File: src/rtl/vector_ex_unit.sv
// Execute-stage vector ALU: runs LANES x WIDTH ops LPC lanes per cycle,
// holding the upstream pipeline through a stall request while it works.
module vector_ex_unit #(
  parameter int unsigned LANES = 16,
  parameter int unsigned WIDTH = 16,
  parameter int unsigned LPC   = 4
) (
  input  logic                         clk,
  input  logic                         rst,
  input  logic                         start,
  input  logic                         flush,
  input  logic [2:0]                   alu_op,
  input  logic                         scalar_sel,
  input  logic [LANES-1:0][WIDTH-1:0]  src_a,
  input  logic [LANES-1:0][WIDTH-1:0]  src_b,
  input  logic [18:0]                  scalar_b,
  output logic [LANES-1:0][WIDTH-1:0]  result,
  output logic                         busy,
  output logic                         done,
  output logic                         stall_req
);

  localparam int unsigned IDX_W    = (LANES > 1) ? $clog2(LANES) : 1;
  localparam int unsigned LAST_IDX = LANES - LPC;

  if ((LPC == 0) || ((LANES % LPC) != 0)) begin : g_bad_lpc
    $error("vector_ex_unit: LPC must divide LANES");
  end
  if ((WIDTH < 4) || (WIDTH > 19)) begin : g_bad_width
    $error("vector_ex_unit: WIDTH must be in 4..19");
  end

  typedef enum logic [1:0] {
    ST_IDLE,
    ST_RUN,
    ST_DONE
  } state_e;

  state_e                        state_q, state_d;
  logic [2:0]                    op_q, op_d;
  logic [LANES-1:0][WIDTH-1:0]   a_q, a_d;
  logic [LANES-1:0][WIDTH-1:0]   b_q, b_d;
  logic [LANES-1:0][WIDTH-1:0]   result_q, result_d;
  logic [IDX_W-1:0]              idx_q, idx_d;
  logic [LANES-1:0][WIDTH-1:0]   eff_b;
  logic                          unused_scalar;

  // Only the low WIDTH bits of the scalar participate.
  assign unused_scalar = ^scalar_b;

  function automatic logic [WIDTH-1:0] lane_alu(input logic [2:0]       op,
                                                input logic [WIDTH-1:0] a,
                                                input logic [WIDTH-1:0] b);
    logic [WIDTH-1:0] r;
    r = '0;
    case (op)
      3'b000: r = a + b;
      3'b001: r = a - b;
      3'b010: r = a * b;
      3'b011: r = a & b;
      3'b100: r = a | b;
      3'b101: r = a ^ b;
      3'b110: r = a << b[3:0];
      3'b111: r = a >> b[3:0];
      default: r = '0;
    endcase
    return r;
  endfunction

  always_comb begin
    for (int i = 0; i < int'(LANES); i++) begin
      eff_b[i] = scalar_sel ? scalar_b[WIDTH-1:0] : src_b[i];
    end
  end

  // Next-state: flush overrides everything, including a simultaneous start.
  always_comb begin
    logic [IDX_W-1:0] lane;
    state_d  = state_q;
    op_d     = op_q;
    a_d      = a_q;
    b_d      = b_q;
    idx_d    = idx_q;
    result_d = result_q;
    lane     = '0;

    if (flush) begin
      state_d = ST_IDLE;
      idx_d   = '0;
    end else begin
      case (state_q)
        ST_IDLE, ST_DONE: begin
          if (start) begin
            state_d = ST_RUN;
            op_d    = alu_op;
            a_d     = src_a;
            b_d     = eff_b;
            idx_d   = '0;
          end else begin
            state_d = ST_IDLE;
          end
        end
        ST_RUN: begin
          for (int g = 0; g < int'(LPC); g++) begin
            lane           = idx_q + IDX_W'(g);
            result_d[lane] = lane_alu(op_q, a_q[lane], b_q[lane]);
          end
          if (idx_q == IDX_W'(LAST_IDX)) begin
            state_d = ST_DONE;
            idx_d   = '0;
          end else begin
            idx_d = idx_q + IDX_W'(LPC);
          end
        end
        default: state_d = ST_IDLE;
      endcase
    end
  end

  always_ff @(posedge clk or posedge rst) begin
    if (rst) begin
      state_q  <= ST_IDLE;
      op_q     <= '0;
      a_q      <= '0;
      b_q      <= '0;
      idx_q    <= '0;
      result_q <= '0;
    end else begin
      state_q  <= state_d;
      op_q     <= op_d;
      a_q      <= a_d;
      b_q      <= b_d;
      idx_q    <= idx_d;
      result_q <= result_d;
    end
  end

  assign result    = result_q;
  assign busy      = (state_q == ST_RUN);
  assign done      = (state_q == ST_DONE);
  // Combinational so the ID/EX register freezes in the same cycle start is seen.
  assign stall_req = (state_q == ST_RUN)
                   | ((state_q != ST_RUN) & start & ~flush);

endmodule

File: config.mk
export PLATFORM = sky130hd
export DESIGN_NAME = vector_ex_unit
export DESIGN_NICKNAME = d
export VERILOG_FILES = /design/src/rtl/vector_ex_unit.sv
export SDC_FILE = /design/constraint.sdc
export NUM_CORES = 2
export LEC_CHECK = 0
export BUFFER_PORTS_ARGS = -buffer_cell sky130_fd_sc_hd__buf_2
export CAP_MARGIN = 20
export CORE_UTILIZATION = 45
export CTS_CLUSTER_SIZE = 40
export DETAILED_ROUTE_END_ITERATION = 10
export PLACE_DENSITY_LB_ADDON = 0.3
export SETUP_SLACK_MARGIN = 0.15
export SYNTH_ARGS = -nofsm -noshare
export SYNTH_HDL_FRONTEND = slang
export SYNTH_SLANG_ARGS = --single-unit
export TNS_END_PERCENT = 30
File: constraint.sdc
create_clock -name clk -period 75.5 [get_ports clk]
set_input_delay 15.1 -clock clk [delete_from_list [all_inputs] [get_ports clk]]
set_output_delay 15.1 -clock clk [all_outputs]
set_load 0.05 [all_outputs]
==> flow_summary.json <==
{
  "hold_viol_final": 0,
  "numPortBuffers": 794,
  "grt_util_all_layers": 0.327,
  "syn_inst": 6510,
  "setup_tns_ps": 0,
  "synth_most_common_cell": "nand2_1",
  "ys_top_cells_by_area": "dfrtp_1, fa_1, ha_1",
  "cts_sinks": 775,
  "via_per_inst": 5.83,
  "slew_headroom": 0.162,
  "cts_tree": "built",
  "synth_common_cells": "nand2_1, dfrtp_1, inv_1",
  "core_um2": 132000,
  "yosysWarnings": 0,
  "synthFlopType": "dfrtp_1",
  "worstSetupStartpointType": "input port",
  "clk_path_buf_depth": 3,
  "design.die.area_um2": 135000,
  "cp-end-kind": "output pin",
  "maxCapViolations": 0,
  "cp_slowest_cell": "buf_2",
  "grt_pass1_wl_mm": 332,
  "fp.dieH_um": 368,
  "rows": 133,
  "dpl.hpwl_mm": 167,
  "numCtsBuffers": 84,
  "drive_gt1_frac": 0.211,
  "fmax_ghz": 0.0324,
  "avgSynthCellArea_um2": 9.26,
  "htreeDepth": 3,
  "start_util": 0.456,
  "crit_required_ps": 60400,
  "skew_ps": 57.4,
  "synth_top_area_share": 0.322,
  "ys_ff_latch": 775,
  "postCtsSetupBuffers": 0,
  "ys_seq_area_frac": 0.322,
  "setup_viol": 0,
  "crit_arrival_ps": 15790,
  "io_pins": 798,
  "path_class": "input port to output pin",
  "drtIter0Drc": 4940,
  "ctsHoldBuffers": 0,
  "grt_pass1_vias": 51900,
  "clk_pin_slew_worst_paths_ps": 60,
  "status": "completed",
  "wirelength_mm": 224,
  "yosys.area.top_type": "dfrtp_1",
  "nets": 8301,
  "antenna_found_initial": 62,
  "synthDistinctLibCells": 74,
  "worst_pin_slew_ps": 1260,
  "min_path_type": "flip-flop to flip-flop",
  "syn_to_final_growth_pct": 13.5,
  "fin_crit_sh": 0.409,
  "grt_overflow": 0,
  "path_cells": "buf_2 > nand2b_1 > nand2_1 > buf_2",
  "max_stage_delay_ps": 280,
  "vias": 51800,
  "die_w_um": 368,
  "crit_path_max_fanout": 6,
  "synth-async-reset-ratio": 1.00,
  "gp_congestion": 0.971,
  "cts-resized-gates": 0,
  "grt_max_degree": 226,
  "rsz0062_at_grt": "false",
  "cpLargestDelayFamily": "buffers and inverters",
  "root_buffer": "clkbuf_16",
  "antenna_left": 0,
  "post-route-drc-count": 0,
  "dr.pass1.iters": 5,
  "clock_latency_ps": 740,
  "cp_common_cell": "buf_2",
  "syn-num-nets": 7773,
  "path_buf_inv": 2,
  "drv_slew": 0,
  "wl_per_cell_um": 25.2,
  "syn_area_um2": 60300,
  "fin_crit_ps": 30890,
  "synth_edf_count": 0
}
[final timing paths]
check	from	end	slack, ps	cells past startpoint
worst max register to register	idx_q[3]	result[46]	66120	25
min in group asynchronous	rst	a_q[185]	14420	2
max in group asynchronous	rst	result[229]	57320	6
worst min-delay path	result[15]	result[15]	470	2
worst min register to register	result[15]	result[15]	470	2
worst max-delay path	flush	stall_req	44610	4
[worst min-delay path: stages, from the launching register on]
cell and delay (ps):
dfrtp_1 330, nand2_1 50, o41ai_1 50
[flip-flops by register name, summed over array words and instances, names as in the netlist]
signal	flops
a_q	256
b_q	256
result	256
op_q	3
idx_q	2
state_q	2
[area by class of cell]
class	instances	area, um^2
clock inverters	31	453
clock buffers	121	2360
well taps	1755	2200
inverters	634	2390
multi-input cells	4657	36800
flip-flops and latches	775	19400
diodes	32	80.1
fillers	12300	63700
repair buffers	886	4730
[per-stage QoR]
stage	utilization	setup slack (ps)	hold WS, ps	area, um^2	instances
2_1_floorplan	-	38640	444	60300	6510
3_3_place_gp	0.496	44580	453	65500	8702
3_5_place_dp	0.496	44580	458	65500	8704
4_1_cts	0.517	44580	471	68300	8856
5_1_grt	0.518	44550	487	68400	8884
6_report	0.518	44610	472	68500	8891
[metal layers]
| metal | wire length (um) | track usage | part of all wire | vias up |
|---|---|---|---|---|
| li1 | - | - | - | 23200 |
| met1 | 92600 | 0.436 | 0.41 | 25600 |
| met2 | 101000 | 0.511 | 0.45 | 2509 |
| met3 | 20400 | 0.0762 | 0.091 | 505 |
| met4 | 9500 | 0.135 | 0.042 | 56 |
| met5 | 373 | 0 | 0.0017 | - |
[cells in the final DEF, fill, tap and decap left out, types with 49 or more instances in the layout]
cell       netlist  routed
fa_1           324     324
a22oi_1         49      49
mux2i_1        113     113
xnor2_1        198     198
a211oi_1        55      55
ha_1           400     400
dfrtp_1        775     771
clkbuf_16        0      84
nor3_1          53      50
buf_4            4      86
nand2_1        889     882
nor2_1         481     475
inv_1          606     602
o21ai_0        590     586
mux4_2         119     119
buf_2           53     794
a22o_1          91      91
a21oi_1        456     456
mux2_2         313     313
[cell families after synthesis]
group           count (synthesis)  share of synthesized area
buf+inv                      1078                     0.0687
mux                           545                      0.122
flops                         775                      0.322
simple gates                 1560                      0.104
xor+xnor                      251                     0.0375
fa+ha+maj                     724                      0.191
compound gates               1577                      0.156
Power is left out: the tool's default activity adds up to more than one toggle a clock period on the data nets, which glitch-free logic cannot reach.
